**src/rtl/ft245_sync_ctrl.sv**
```systemverilog
// Synchronous FT245-style bus controller bridging the host FIFO bus to RX/TX valid-ready streams.
// All bus strobes are registered; stream handshakes complete on the edge where valid and ready are both high.

module ft245_sync_fifo #(
  parameter int DATA_W = 32,
  parameter int DEPTH  = 8
) (
  input  logic                     clk,
  input  logic                     rst,
  input  logic                     i_push,
  input  logic [DATA_W-1:0]        i_dat,
  input  logic                     i_pop,
  input  logic                     i_peek_nxt,
  output logic [DATA_W-1:0]        o_peek,
  output logic [$clog2(DEPTH):0]   o_count
);
  localparam int AW = $clog2(DEPTH);
  localparam logic [AW:0] DEPTH_C = (AW+1)'(DEPTH);
  localparam logic [AW:0] ONE_C   = (AW+1)'(1);

  logic [DATA_W-1:0] r_mem [DEPTH];
  logic [AW:0]       r_wp;
  logic [AW:0]       r_rp;
  logic              w_push;
  logic              w_pop;

  assign o_count = r_wp - r_rp;
  assign w_push  = i_push && (o_count != DEPTH_C);
  assign w_pop   = i_pop && (o_count != '0);
  // Peek either the head or the entry behind it, so a pop can hand the successor on without a bubble.
  assign o_peek  = r_mem[r_rp[AW-1:0] + AW'(i_peek_nxt)];

  always_ff @(posedge clk) begin
    if (rst) begin
      r_wp <= '0;
      r_rp <= '0;
    end else begin
      if (w_push) r_wp <= r_wp + ONE_C;
      if (w_pop)  r_rp <= r_rp + ONE_C;
    end
  end

  always_ff @(posedge clk) begin
    if (w_push) r_mem[r_wp[AW-1:0]] <= i_dat;
  end
endmodule

module ft245_sync_ctrl #(
  parameter int DATA_W     = 32,
  parameter int FIFO_DEPTH = 8,
  parameter int BURST_MAX  = 64
) (
  input  logic              clk,
  input  logic              rst,
  input  logic              ft_rxfn,
  input  logic              ft_txen,
  input  logic [DATA_W-1:0] ft_din,
  output logic [DATA_W-1:0] ft_dout,
  output logic              ft_rdn,
  output logic              ft_wrn,
  output logic              ft_oen,
  output logic [DATA_W-1:0] rx_data,
  output logic              rx_valid,
  input  logic              rx_ready,
  input  logic [DATA_W-1:0] tx_data,
  input  logic              tx_valid,
  output logic              tx_ready
);
  localparam int AW = $clog2(FIFO_DEPTH);
  localparam int BW = $clog2(BURST_MAX + 1);
  localparam logic [AW:0]   DEPTH_C    = (AW+1)'(FIFO_DEPTH);
  localparam logic [AW:0]   RD_START_C = (AW+1)'(FIFO_DEPTH - 4);
  localparam logic [AW:0]   RD_STOP_C  = (AW+1)'(FIFO_DEPTH - 2);
  localparam logic [AW:0]   ONE_C      = (AW+1)'(1);
  localparam logic [BW-1:0] BURST_C    = BW'(BURST_MAX);

  typedef enum logic [2:0] {IDLE, RD_OE, RD, RD_END, WR} state_t;

  state_t            r_state;
  logic              r_rdn;
  logic              r_wrn;
  logic              r_oen;
  logic              r_pref_rd;
  logic [DATA_W-1:0] r_dout;
  logic [BW-1:0]     r_burst;

  logic [AW:0]       w_rx_cnt;
  logic [AW:0]       w_tx_cnt;
  logic [AW:0]       w_rx_cnt_nxt;
  logic [AW:0]       w_tx_cnt_nxt;
  logic [DATA_W-1:0] w_tx_peek;
  logic [BW-1:0]     w_burst_nxt;
  logic              w_rx_push;
  logic              w_rx_pop;
  logic              w_tx_push;
  logic              w_tx_pop;
  logic              w_rd_req;
  logic              w_wr_req;

  assign w_rx_push    = (r_state == RD) && !r_rdn && !ft_rxfn;
  assign w_rx_pop     = rx_valid && rx_ready;
  assign w_tx_push    = tx_valid && tx_ready;
  assign w_tx_pop     = (r_state == WR) && !r_wrn && !ft_txen;
  assign w_rx_cnt_nxt = w_rx_cnt + (AW+1)'(w_rx_push) - (AW+1)'(w_rx_pop);
  assign w_tx_cnt_nxt = w_tx_cnt + (AW+1)'(w_tx_push) - (AW+1)'(w_tx_pop);
  assign w_burst_nxt  = r_burst + BW'(1);
  assign w_rd_req     = !ft_rxfn && (w_rx_cnt <= RD_START_C);
  assign w_wr_req     = !ft_txen && (w_tx_cnt != '0);

  assign rx_valid = (w_rx_cnt != '0);
  assign tx_ready = (w_tx_cnt != DEPTH_C);
  assign ft_rdn   = r_rdn;
  assign ft_wrn   = r_wrn;
  assign ft_oen   = r_oen;
  assign ft_dout  = r_dout;

  ft245_sync_fifo #(.DATA_W(DATA_W), .DEPTH(FIFO_DEPTH)) u_rx_fifo (
    .clk        (clk),
    .rst        (rst),
    .i_push     (w_rx_push),
    .i_dat      (ft_din),
    .i_pop      (w_rx_pop),
    .i_peek_nxt (1'b0),
    .o_peek     (rx_data),
    .o_count    (w_rx_cnt)
  );

  ft245_sync_fifo #(.DATA_W(DATA_W), .DEPTH(FIFO_DEPTH)) u_tx_fifo (
    .clk        (clk),
    .rst        (rst),
    .i_push     (w_tx_push),
    .i_dat      (tx_data),
    .i_pop      (w_tx_pop),
    .i_peek_nxt (w_tx_pop),
    .o_peek     (w_tx_peek),
    .o_count    (w_tx_cnt)
  );

  always_ff @(posedge clk) begin
    if (rst) begin
      r_state   <= IDLE;
      r_rdn     <= 1'b1;
      r_wrn     <= 1'b1;
      r_oen     <= 1'b1;
      r_dout    <= '0;
      r_burst   <= '0;
      r_pref_rd <= 1'b1;
    end else begin
      case (r_state)
        IDLE: begin
          r_burst <= '0;
          if (w_rd_req && (!w_wr_req || r_pref_rd)) begin
            r_state   <= RD_OE;
            r_oen     <= 1'b0;
            r_pref_rd <= 1'b0;
          end else if (w_wr_req) begin
            r_state   <= WR;
            r_wrn     <= 1'b0;
            r_dout    <= w_tx_peek;
            r_pref_rd <= 1'b1;
          end
        end
        RD_OE: begin
          r_rdn   <= 1'b0;
          r_state <= RD;
        end
        RD: begin
          if (w_rx_push) r_burst <= w_burst_nxt;
          // Stop with two slots spare so a re-arbitrated burst always starts with headroom.
          if (ft_rxfn || (w_rx_cnt_nxt >= RD_STOP_C) || (w_rx_push && (w_burst_nxt == BURST_C))) begin
            r_rdn   <= 1'b1;
            r_state <= RD_END;
          end
        end
        RD_END: begin
          r_oen   <= 1'b1;
          r_state <= IDLE;
        end
        WR: begin
          if (ft_txen) begin
            r_wrn   <= 1'b1;
            r_state <= IDLE;
          end else if (w_tx_pop) begin
            r_burst <= w_burst_nxt;
            if ((w_tx_cnt_nxt == '0) || (w_burst_nxt == BURST_C)) begin
              r_wrn   <= 1'b1;
              r_state <= IDLE;
            end else begin
              // A lone entry being retired means the successor is the word being pushed right now.
              r_dout <= (w_tx_cnt == ONE_C) ? tx_data : w_tx_peek;
            end
          end
        end
        default: r_state <= IDLE;
      endcase
    end
  end
endmodule

```
**config.mk**
```make
export PLATFORM = sky130hd
export DESIGN_NAME = ft245_sync_ctrl
export DESIGN_NICKNAME = d
export VERILOG_FILES = /design/src/rtl/ft245_sync_ctrl.sv
export SDC_FILE = /design/constraint.sdc
export NUM_CORES = 1
export LEC_CHECK = 0
export ABC_AREA = 1
export CAP_MARGIN = 10
export CORE_MARGIN = 2
export CORE_UTILIZATION = 25
export DETAILED_ROUTE_END_ITERATION = 10
export PLACE_DENSITY_LB_ADDON = 0.08
export SLEW_MARGIN = 10
export SYNTH_ARGS = -nofsm -noshare
export SYNTH_HDL_FRONTEND = slang
export SYNTH_SLANG_ARGS = --single-unit
```
**constraint.sdc**
```tcl
create_clock -name clk -period 5.9 [get_ports clk]
set_clock_uncertainty 0.05 [all_clocks]
set_input_delay 1.475 -clock clk [delete_from_list [all_inputs] [get_ports clk]]
set_output_delay 1.475 -clock clk [all_outputs]
set_load 0.05 [all_outputs]
```
=== Yosys cells after proc, flatten, opt, wreduce, memory -nomap -nowiden ===
Memories as Yosys holds them, arrays and structs flattened. A register that Yosys moved wholly into a read port is not among the register bits.
Cells that the tools add are included.

* Add/sub/neg operators: 12
* Reduce and logical (&&, ||, !) cells: 39
* Equal/unequal tests: 19
* Muxes and demuxes: 36
* $lt $le $gt $ge: 2

{| class="wikitable"
|+ Operators by type and width
! kind !! count
|-
| $mux W32 || 6
|-
| $pmux W32 S2 || 1
|-
| $mux W3 || 8
|-
| $mux W7 || 3
|-
| $pmux W7 S3 || 1
|-
| $add A4 B1 Y4 const B || 4
|-
| $logic_and A1 B1 Y1 || 14
|-
| $mux W1 || 13
|-
| $pmux W3 S4 || 1
|-
| $ne A2 B2 Y1 const B || 5
|-
| $add A4 B1 Y4 || 2
|-
| $ne A4 B4 Y1 const B || 2
|-
| $reduce_and A4 Y1 || 2
|-
| $reduce_bool A2 Y1 || 4
|-
| $reduce_bool A4 Y1 || 2
|-
| $sub A4 B1 Y4 || 2
|-
| $sub A4 B4 Y4 || 2
|-
| $add A7 B1 Y7 const B || 1
|-
| $eq A7 B7 Y1 const B || 1
|-
| $eq A3 B2 Y1 const B || 2
|-
| $ne A2 B1 Y1 const B || 3
|-
| $ne A3 B2 Y1 const B || 2
|-
| $pmux W1 S2 || 3
|-
| $reduce_and A2 Y1 || 3
|-
| 14 further kinds || 21
|}

* Output and inout port bits: 69
* Memories: 2
* Bits of input ports: 70
* Word-level logic and storage cells: 121
* Memory bits (writable): 512
* Flip-flop bits (word level): 62

{| class="wikitable"
|+ Memories
! memory !! words !! bits a word !! rd ports !! clocked after memory_dff !! write ports !! RTL line !! source
|-
| u_rx_fifo.r_mem || 8 || 32 || 1 || 1 || 1 || 21 || <nowiki>logic [DATA_W-1:0] r_mem [DEPTH];</nowiki>
|-
| u_tx_fifo.r_mem || 8 || 32 || 1 || 0 || 1 || 21 ||
|}

=== Logic depth before layout (Yosys ltp) ===
Gate-level depths: netlist of run 1.

* Depth in word-level cells: 11
* Depth in mapped cells: 25
* Gate-level depth less buffers: 24

=== Hierarchy ===
Synthesis of run 1 repeated with hierarchy kept, for this count alone.

* Cells, all modules: 2117
* Area, all modules: 24367.1 um^2

{| class="wikitable"
|+ By module, submodules not included
! module !! cells an instance !! times used !! area an instance (um^2) !! seq. area each (um^2)
|-
| ft245_sync_fifo || 860 || 2 || 10752.8 || 7847.5
|-
| ft245_sync_ctrl || 397 || 1 || 2861.5 || 920.9
|}

=== Least setup slack after synthesis of run 1 ===
No wires, ideal clock.

* Path kind: input to register
* Start: input ft_rxfn
* End: memory u_rx_fifo.r_mem[4][0], enable pin
* Required time: 5.389 ns
* Stages: 7
* Path buffers: 0
* Setup slack: 1.155 ns
* Setup time: 0.461 ns
* Arrival: 4.233 ns
* Path through: nor2_1 -> nand2_1 -> inv_1 -> nand2_1 -> inv_1 -> nand2_1 -> nor3_1

* Word-level cells in the longest chain between the ends: 5

{| class="wikitable"
|+ Ends and longest elaborated chain
! item !! RTL line !! source
|-
| start: declaration || 55 || <nowiki>input logic ft_rxfn,</nowiki>
|-
| $logic_not A1 Y1 || 100 || <nowiki>assign w_rx_push = (r_state == RD) && !r_rdn && !ft_rxfn;</nowiki>
|-
| $logic_and A1 B1 Y1 || 100 ||
|-
| $logic_and A1 B1 Y1 || 28 || <nowiki>assign w_push = i_push && (o_count != DEPTH_C);</nowiki>
|-
| $mux W1 || 44 || <nowiki>if (w_push) r_mem[r_wp[AW-1:0]] <= i_dat;</nowiki>
|-
| $mux W1 (not written as such) || 44 ||
|-
| end: declaration || 21 ||
|}

Every way passes these cells.

==> impl_metrics.json, run 1 <==
{
  "r2r_start": "u_tx_fifo.r_rp[0]",
  "drv_slew": 0,
  "hold_viol": 0,
  "worst_hold_slack_ns": 0.426,
  "cap_violations": 0,
  "crit_required_ns": 4.38,
  "drt_iter0_drc": 891,
  "drt-vias-per-instance": 4.42,
  "slowest_delay_ns": 0.92,
  "p_per_area_nw_per_um2": 381,
  "setup_violations": 0,
  "rsz0062_at_grt": "false",
  "core_um2": 92900,
  "min_from": "u_tx_fifo.r_wp[3]",
  "rows": 112,
  "drcViolationCount": 0,
  "hold_buffers": 0,
  "cp.arrival_ns": 3.37,
  "min_path_type": "register to register",
  "worstSkewPairLatency_ns": 0.61,
  "yosysSeqAreaShare_pct": 71.4,
  "vias": 15300,
  "synth_top_family_by_area": "simple AND/OR/NAND/NOR gates",
  "nets": 2248,
  "tritoncts.num_buffers": 72,
  "antenna_found_initial": 7,
  "ioPinCount": 139,
  "start_kind": "register",
  "ctsResizeCount": 0,
  "drive_gt1_share_pct": 8.03,
  "muxShareOfSynthArea_pct": 0,
  "leakage_nw": 9.73,
  "min_period_ns": 4.90,
  "ys_ff_latch": 577,
  "p_total_mw": 10.9,
  "clk_path_buf_depth": 3,
  "synthAdderAreaFrac_pct": 1.79,
  "path_cells": "clkinv_2 -> buf_4 -> nor2_1 -> o21ai_0 -> a31oi_1 -> clkdlybuf4s50_1",
  "die_x_um": 310,
  "drtAntennaViolNets": 0,
  "cts-root-buf": "clkbuf_16",
  "clk_pin_slew_ns": 0.06,
  "grt_first_pass_wirelength_um": 101000,
  "drt_wl_total_um": 68400,
  "cts_tree": "built",
  "dpl_cell_area_um2": 26300,
  "crit_slowest_cell": "clkdlybuf4s50_1",
  "post-route-period-util_pct": 83.0,
  "max_freq_mhz": 204,
  "r2r-end": "ft_dout[8]",
  "outcome": "finished clean",
  "crit_fanout": 38,
  "dr.pass1.iters": 5,
  "die_area_um2": 95800,
  "synth_compound_area_share_pct": 7.03,
  "ir_worst_vdd_uv": 216,
  "wl_per_cell_um": 19.8,
  "cts_num_sinks": 577,
  "synthXorXnorAreaFrac_pct": 0.263,
  "area_growth_pct": 22.7,
  "die_h_um": 310,
  "grt_max_degree": 129,
  "postCtsSetupBuffers": 0,
  "cts_htree_levels": 3,
  "reg2reg_depth": 20,
  "synthesis.instances": 2008,
  "endpoint_kind": "primary output",
  "critical_path_class": "register to primary output",
  "gp_congestion": 0.718,
  "relSlewSlack_pct": 28.7,
  "crit_end": "rx_data[5]",
  "initial_core_util_pct": 25.1,
  "dp_hpwl_um": 36400,
  "worst_pin_slew_ns": 1.07,
  "port-buffer-count": 138,
  "yosys.area_share.simple_pct": 16.5,
  "syn_area_um2": 23300,
  "grt-ovfl-total": 0,
  "syn_area_per_cell_um2": 11.6,
  "synth_fp_nets": 2109,
  "synth.distinct_cells": 40,
  "rrSetupSlack_ns": 1.36,
  "fin_area_um2": 28600,
  "fin_setup_tns_ns": 0,
  "yosysWarnings": 0,
  "grt_pass1_vias": 15200,
  "track_usage_pct": 14.2
}
==> report_power, final <==
part | switching [mW] | internal (mW)
Combinational | 1.35 | 0.607
Sequential | 0.0890 | 4.60
Clock | 1.74 | 2.52
==> sequential cells by signal, summed over array words and instances, names as in the netlist, named ones only <==
register	cells
r_state	3
u_tx_fifo.r_rp	4
r_burst	7
u_rx_fifo.r_rp	4
ft_wrn	1
ft_oen	1
u_rx_fifo.r_mem	256
u_rx_fifo.r_wp	4
u_tx_fifo.r_wp	4
ft_rdn	1
r_pref_rd	1
ft_dout	32
u_tx_fifo.r_mem	256
==> worst min path at each step <==
stage                             end  slack (ns)  cells after the start
finish              u_tx_fifo.r_wp[3]        0.43                      1
CTS                 u_tx_fifo.r_wp[3]        0.43                      1
detailed placement  u_rx_fifo.r_wp[3]        0.42                      1
global placement    u_tx_fifo.r_wp[3]        0.41                      1
global route        u_tx_fifo.r_wp[3]        0.44                      1
floorplan           u_tx_fifo.r_wp[3]        0.39                      1
==> Yosys cell counts <==
master | n | area (um2)
a22oi_1 | 2 | 15.0
nor3_4 | 1 | 16.3
nand3_2 | 1 | 10.0
nor3_2 | 1 | 10.0
buf_1 | 14 | 52.6
nor4b_1 | 1 | 8.76
ha_1 | 27 | 338
inv_1 | 53 | 199
buf_2 | 20 | 100
a31oi_1 | 48 | 300
o22ai_1 | 32 | 200
nand2_2 | 2 | 12.5
nor3_1 | 10 | 50.1
a21oi_1 | 27 | 135
xor2_1 | 1 | 8.76
clkbuf_1 | 75 | 282
a21boi_0 | 1 | 7.51
o21ai_0 | 182 | 911
clkinv_1 | 1 | 3.75
nand2_4 | 1 | 11.3
nand3b_1 | 3 | 22.5
or2_2 | 1 | 6.26
dfxtp_1 | 65 | 1300
nor2_4 | 1 | 11.3
nand4_1 | 4 | 25.0
buf_6 | 1 | 11.3
inv_2 | 4 | 15.0
a32oi_1 | 1 | 8.76
buf_4 | 1 | 7.51
nor2_1 | 313 | 1170
edfxtp_1 | 512 | 15400
o21ai_1 | 10 | 50.1
o22ai_2 | 1 | 12.5
nand4_2 | 1 | 12.5
nand3_1 | 238 | 1190
buf_8 | 2 | 30.0
nand2_1 | 338 | 1270
fa_1 | 4 | 80.1
xnor2_1 | 6 | 52.6
nor2_2 | 2 | 12.5
==> cell type report <==
type                            count  area [um2]
Antenna cell                        1        2.50
Sequential cell                   577       16700
Timing Repair Buffer              178        1800
Multi-Input combinational cell   1260        6100
Clock inverter                     30         277
Fill cell                        9416       64300
Inverter                           58         221
Tap cell                         1254        1570
Clock buffer                      101        2000
==> metal layers <==
metal  vias up  track usage, %  wire (um)
met1      7519            19.0      31700
met3        96            3.02       2930
met4        10            3.85       1340
met5         -               0         64
met2       240            23.3      32400
li1       7426               -          -
==> metrics by stage <==
stage	instances	setup slack (ns)	util, %
floorplan	2008	1.16	-
global placement	3326	1.00	28.3
detailed placement	3326	0.916	28.3
CTS	3457	0.850	30.8
global route	3459	0.780	30.8
finish	3459	1.00	30.8
==> cells by family after synthesis <==
logic type	count (synthesis)
AND/OR/NAND/NOR	918
flip-flops	577
AO/OA/AOI/OAI	304
buffers and inverters	171
adder cells (fa/ha/maj)	31
XOR/XNOR	7
==> cells in the final DEF, fill, tap and decap left out, types with 11 or more instances in the layout <==
master,count
clkbuf_1,23
nand3_1,238
clkbuf_16,75
dfxtp_1,63
nor2_4,11
nor2_1,304
a31oi_1,48
o22ai_1,32
edfxtp_1,512
ha_1,25
clkinv_1,12
buf_4,31
o21ai_0,182
a21oi_1,27
clkdlybuf4s50_1,137
inv_1,50
nand2_1,338
==> worst max-delay path: cells and delay by family (launching register included) <==
family / cells / cell delay, ns
AOI/OAI and AO/OA: 2 / 0.32
buffers and inverters: 3 / 1.93
DFF: 1 / 0.34
and+or+nand+nor: 1 / 0.13
Power figures use the tool's default switching activity.
==> inputs of run 2 (changes only) <==
clock period = 3.97 ns   (was 5.9 ns; I/O delays follow)
==> run 2 against run 1 <==
Effect of this change:
- final area is 2.8% higher
- core utilization is 0.85 points higher
- sequential share of layout area is 1.5 points lower
- worst hold slack worse by 0.00091 ns
- critical path type is now register to register
- critical endpoint is now ft_dout[1]
==> impl_metrics.json, run 2 (same netlist as run 1, synthesis figures left out) <==
{
  "reg2reg_depth": 21,
  "path_cells": "inv_2 -> ha_1 -> inv_1 -> fa_2 -> xnor2_2 -> ha_2 -> nand3_2 -> nand2_2 -> ha_4 -> inv_2 -> ha_4 -> fa_1 -> nor2_1 -> o21ai_1 -> a21oi_1 -> nand3b_1 -> nand3_4 -> nand2_8 -> clkbuf_16 -> o21ai_0 -> nor2_1",
  "cts_htree_levels": 3,
  "dr.pass1.iters": 6,
  "crit_fanout": 5,
  "ioPinCount": 139,
  "min_from": "ft_oen",
  "r2r-end": "ft_dout[1]",
  "drcViolationCount": 0,
  "nets": 2299,
  "setup_ws_ns": 0.0929,
  "hold-path-endpoint": "ft_oen",
  "slowest_delay_ns": 0.43,
  "rsz0062_at_grt": "true",
  "crit_slowest_cell": "fa_1",
  "min_period_ns": 3.88,
  "hold_depth": 2,
  "ir_worst_vdd_uv": 287,
  "track_usage_pct": 14.3,
  "max_freq_mhz": 258,
  "grt_pass1_vias": 15400,
  "relSlewSlack_pct": 41.0,
  "grt-ovfl-total": 0,
  "start_kind": "register",
  "cap_violations": 0,
  "critical_path_class": "register to register",
  "drive_gt1_share_pct": 12.9,
  "core_um2": 92900,
  "tritoncts.num_buffers": 71,
  "vias": 15600,
  "rrSetupSlack_ns": 0.09,
  "drt-vias-per-instance": 4.45,
  "min_path_type": "register to register",
  "die_area_um2": 95800,
  "die_x_um": 310,
  "area_growth_pct": 26.1,
  "r2r_start": "u_tx_fifo.r_wp[0]",
  "p_per_area_nw_per_um2": 557,
  "drt_iter0_drc": 1007,
  "clk_path_buf_depth": 3,
  "rows": 112,
  "antenna_found_initial": 6,
  "endpoint_kind": "register",
  "post-place-ws_ns": 0.0572,
  "hold_viol": 0,
  "crit_buf_inv": 4,
  "outcome": "finished clean",
  "worst_pin_slew_ns": 0.884,
  "die_h_um": 310,
  "drv_slew": 0,
  "cts-root-buf": "clkbuf_16",
  "drtAntennaViolNets": 0,
  "drt_wl_total_um": 70800,
  "grt_max_degree": 77,
  "crit_required_ns": 4.40,
  "final_common_cell": "edfxtp_1",
  "wl_per_cell_um": 20.2,
  "dpl_cell_area_um2": 26900,
  "dp_hpwl_um": 38300,
  "critPathTopFamily": "adder cells",
  "clk_pin_slew_ns": 0.05,
  "port-buffer-count": 138,
  "post-route-period-util_pct": 97.7,
  "setup_violations": 0,
  "grt_first_pass_wirelength_um": 102000,
  "leakage_nw": 10.2,
  "cp.arrival_ns": 4.31,
  "worstSkewPairLatency_ns": 0.60,
  "fin_area_um2": 29400,
  "cts_num_sinks": 577,
  "gp_congestion": 0.750,
  "final_cell_mix": "edfxtp_1, nand2_1, nor2_1",
  "initial_core_util_pct": 25.1,
  "cts_tree": "built",
  "num-fill-cells": 9413
}
## run 2: changes by cell type in the layout (fill, tap and decap cells not counted), sizes merged
cell           before  now
clkbuf            101   97
clkinv             24   33
clkdlybuf4s50     137  103
clkinvlp            5    0
inv                56   61
buf                41  121
nand2             341  343
bufinv              3    2
## run 2: report_power, final
group	internal, mW	total [mW]	switching (mW)	leakage [nW]
clock network	3.51	6.06	2.55	1.06
logic	1.17	3.35	2.17	3.94
registers	6.84	6.99	0.154	5.16
## run 2: area by class of cell
| cell class | instances | area [um2] | area share (%) |
|---|---|---|---|
| multi-input combinational | 1262 | 6270 | 21.3 |
| tap | 1254 | 1570 | 5.33 |
| antenna | 1 | 2.50 | 0.00850 |
| timing repair buffer | 228 | 2520 | 8.56 |
| clock inverter | 38 | 284 | 0.965 |
| sequential | 577 | 16700 | 56.7 |
| inverter | 58 | 220 | 0.748 |
| clock buffer | 93 | 1890 | 6.42 |
## run 2: per-stage QoR
step | hold slack (ns) | setup TNS (ns) | total power, mW | util (%) | instances
2_1_floorplan | 0.393 | -109.37 | 8.96 | - | 2008
5_1_grt | 0.444 | -0.767 | 17.2 | 31.7 | 3511
4_1_cts | 0.431 | 0 | 16.5 | 31.3 | 3498
3_5_place_dp | 0.417 | 0 | 10.3 | 29.0 | 3367
3_3_place_gp | 0.411 | 0 | 10.3 | 29.0 | 3367
6_report | 0.425 | 0 | 16.4 | 31.7 | 3511
## run 2: timing repair
action / CTS / global route
endpoints found under the setup margin: 0 / 36
resized for setup: 0 / 50
setup buffers: 0 / 3
hold buffers: 0 / 0
## run 2: metal layers
metal / vias up / GRT usage, % / share of wire [%]
met3: 94 / 2.47 / 4.0
met2: 306 / 24.1 / 49
met4: 4 / 3.99 / 2.1
met5: - / 0 / 0.041
met1: 7685 / 19.0 / 45
li1: 7538 / - / -
## run 2: worst max path at each step
stage                 startpoint                     to  slack [ns]  depth (start not counted)
2_1_floorplan  u_rx_fifo.r_wp[0]  u_rx_fifo.r_mem[4][0]       -0.57                         11
3_3_place_gp             ft_txen             ft_dout[6]         0.1                         15
3_5_place_dp             ft_txen             ft_dout[1]        0.06                         15
4_1_cts        u_tx_fifo.r_rp[2]            ft_dout[15]        0.04                         22
5_1_grt        u_tx_fifo.r_wp[0]            ft_dout[18]       -0.04                         21
6_report       u_tx_fifo.r_wp[0]             ft_dout[1]        0.09                         21
## run 2: worst register-to-register path: cells and delay by family, from the launching register on
| family | cells | cell delay [ns] |
|---|---|---|
| flip-flops | 1 | 0.33 |
| adder cells (fa/ha/maj) | 6 | 1.56 |
| buffers and inverters | 4 | 0.40 |
| AO/OA/AOI/OAI | 3 | 0.33 |
| AND/OR/NAND/NOR | 7 | 0.93 |
| XOR/XNOR | 1 | 0.16 |
==> inputs of run 3 (changes only) <==
DONT_BUFFER_PORTS = 1   (was not set)
==> run 3 against run 2 <==
Effect of this change:
- critical path depth up 2
- clock-buffer cell count down 1
- first-iteration DRC count down 0.20%
- die area unchanged
- cell count down 3.6%
- sequential power up 4.6%
- worst hold slack worse by 0.030 ns
- worst setup slack better by 0.15 ns
- core utilization down 1.3 points
- combinational power down 26%
- fmax up 4.1%
- sequential share of layout area up 2.4 points
- largest cell class unchanged
==> impl_metrics.json, run 3 (same netlist as run 1, synthesis figures left out) <==
{
  "setup_ws_ns": 0.244,
  "p_per_area_nw_per_um2": 573,
  "outcome": "finished clean",
  "hold-path-endpoint": "u_tx_fifo.r_wp[0]",
  "endpoint_kind": "register",
  "dp_cells": 3245,
  "top_usage_layer": "met2",
  "cts_htree_levels": 3,
  "path_cells": "inv_2 -> ha_4 -> a21oi_2 -> nand2_2 -> xnor2_2 -> inv_1 -> ha_1 -> nand3_2 -> nand2_2 -> ha_1 -> inv_1 -> ha_2 -> fa_1 -> nor2_1 -> o21ai_1 -> a21oi_1 -> nand3b_1 -> nand3_2 -> nand2_8 -> buf_12 -> clkbuf_16 -> o21ai_1 -> nor2_1",
  "cp.arrival_ns": 4.19,
  "gp_congestion": 0.722,
  "fin_setup_tns_ns": 0,
  "crit_buf_inv": 5,
  "r2r_start": "u_tx_fifo.r_rp[2]",
  "met1_usage_pct": 17.0,
  "nets": 2178,
  "min_from": "rst",
  "track_usage_pct": 14.2,
  "ir_worst_vdd_uv": 324,
  "ioPinCount": 139,
  "grt_pass1_vias": 15300,
  "drive_gt1_share_pct": 12.9,
  "setup_violations": 0,
  "tritoncts.num_buffers": 71,
  "critical_path_class": "register to register",
  "die_area_um2": 95800,
  "hold_viol": 0,
  "final_common_cell": "edfxtp_1",
  "clk_path_buf_depth": 3,
  "dp_hpwl_um": 36500,
  "crit_slowest_cell": "fa_1",
  "relSlewSlack_pct": 40.0,
  "worst_pin_slew_ns": 0.899,
  "grt_max_degree": 129,
  "area_growth_pct": 20.9,
  "leakage_nw": 9.66,
  "post-place-ws_ns": 0.0697,
  "finish.utilization_pct": 30.4,
  "drv_slew": 0,
  "slowest_delay_ns": 0.41,
  "fin_area_um2": 28200,
  "die_h_um": 310,
  "dr.pass1.iters": 5,
  "core_um2": 92900,
  "cts-root-buf": "clkbuf_16",
  "drt_iter0_drc": 1005,
  "crit_required_ns": 4.43,
  "hold_buffers": 0,
  "grt-ovfl-total": 0,
  "grtUsageMet2_pct": 24.8,
  "antenna_found_initial": 1,
  "dpl_cell_area_um2": 25700,
  "max_freq_mhz": 268,
  "wl_per_cell_um": 20.4,
  "final_cell_mix": "edfxtp_1, nand2_1, nor2_1",
  "initial_core_util_pct": 25.1,
  "num-fill-cells": 9423,
  "crit_fanout": 9,
  "drt-vias-per-instance": 4.45,
  "cts_num_sinks": 577,
  "cp-startpoint": "u_tx_fifo.r_rp[2]",
  "drcViolationCount": 0,
  "rows": 112,
  "worstSkewPairLatency_ns": 0.62,
  "min_period_ns": 3.73,
  "hold_depth": 1,
  "grt_first_pass_wirelength_um": 100000,
  "vias": 15100,
  "rrSetupSlack_ns": 0.24,
  "worst_hold_slack_ns": 0.395,
  "p_total_mw": 16.2,
  "post-route-period-util_pct": 93.9,
  "clk_pin_slew_ns": 0.06,
  "start_kind": "register",
  "port-buffer-count": 0,
  "drtAntennaViolNets": 0,
  "use_met3_pct": 4.12,
  "reg2reg_depth": 23,
  "final_cells": 3385,
  "min_path_type": "input pin to register",
  "cap_violations": 0,
  "die_x_um": 310,
  "critPathTopFamily": "adder cells",
  "cts_tree": "built",
  "r2r-end": "ft_dout[7]",
  "drt_wl_total_um": 69200
}
## run 3: cell types whose count changed in the layout (fill, tap and decap cells not counted), sizes merged
cell	previous run	this run
buf	121	106
inv	61	58
clkinvlp	0	5
clkdlybuf4s50	103	0
clkinv	33	24
nand2	343	341
bufinv	2	5
clkbuf	97	95
## run 3: routing by layer
metal  part of all wire, %  vias to the layer above
li1                      -                     7283
met1                    42                     7414
met2                    50                      290
met3                   6.2                       88
met4                   2.1                        0
met5                     0                        -
## run 3: worst max-delay path by stage
| stage | endpoint | slack (ns) | cells after the start |
|---|---|---|---|
| 2_1_floorplan | u_rx_fifo.r_mem[4][0] | -0.57 | 11 |
| 3_3_place_gp | ft_dout[1] | 0.13 | 22 |
| 3_5_place_dp | ft_dout[7] | 0.07 | 22 |
| 4_1_cts | ft_dout[5] | 0.04 | 23 |
| 5_1_grt | ft_dout[19] | -0.01 | 24 |
| 6_report | ft_dout[7] | 0.24 | 23 |
## run 3: timing repair
action	4_1_cts	5_1_grt
buffers inserted	0	9
gates resized for setup	0	43
setup endpoints to repair	0	34
## run 3: power by group
part / switching, mW / internal [mW]
combinational: 1.67 / 0.824
clock: 2.55 / 3.82
sequential: 0.466 / 6.84
total: 4.68 / 11.5
## run 3: worst register-to-register path, stage by stage (launching register included)
cell and delay [ns]:
dfxtp_2 0.33, inv_2 0.05, ha_4 0.25, a21oi_2 0.15
nand2_2 0.08, xnor2_2 0.17, inv_1 0.06, ha_1 0.20
nand3_2 0.08, nand2_2 0.06, ha_1 0.29, inv_1 0.06
ha_2 0.18, fa_1 0.41, nor2_1 0.10, o21ai_1 0.07
a21oi_1 0.11, nand3b_1 0.13, nand3_2 0.15, nand2_8 0.08
buf_12 0.16, clkbuf_16 0.19, o21ai_1 0.15, nor2_1 0.05
## run 3: final cells by class
class | instances | area (um2) | area share [%]
antenna | 1 | 2.50 | 0.00887
clock buffer | 92 | 1970 | 6.98
clock inverter | 34 | 314 | 1.11
inverter | 58 | 223 | 0.789
multi-input combinational | 1260 | 6190 | 22.0
sequential | 577 | 16700 | 59.1
tap | 1254 | 1570 | 5.56
timing repair buffer | 109 | 1260 | 4.47
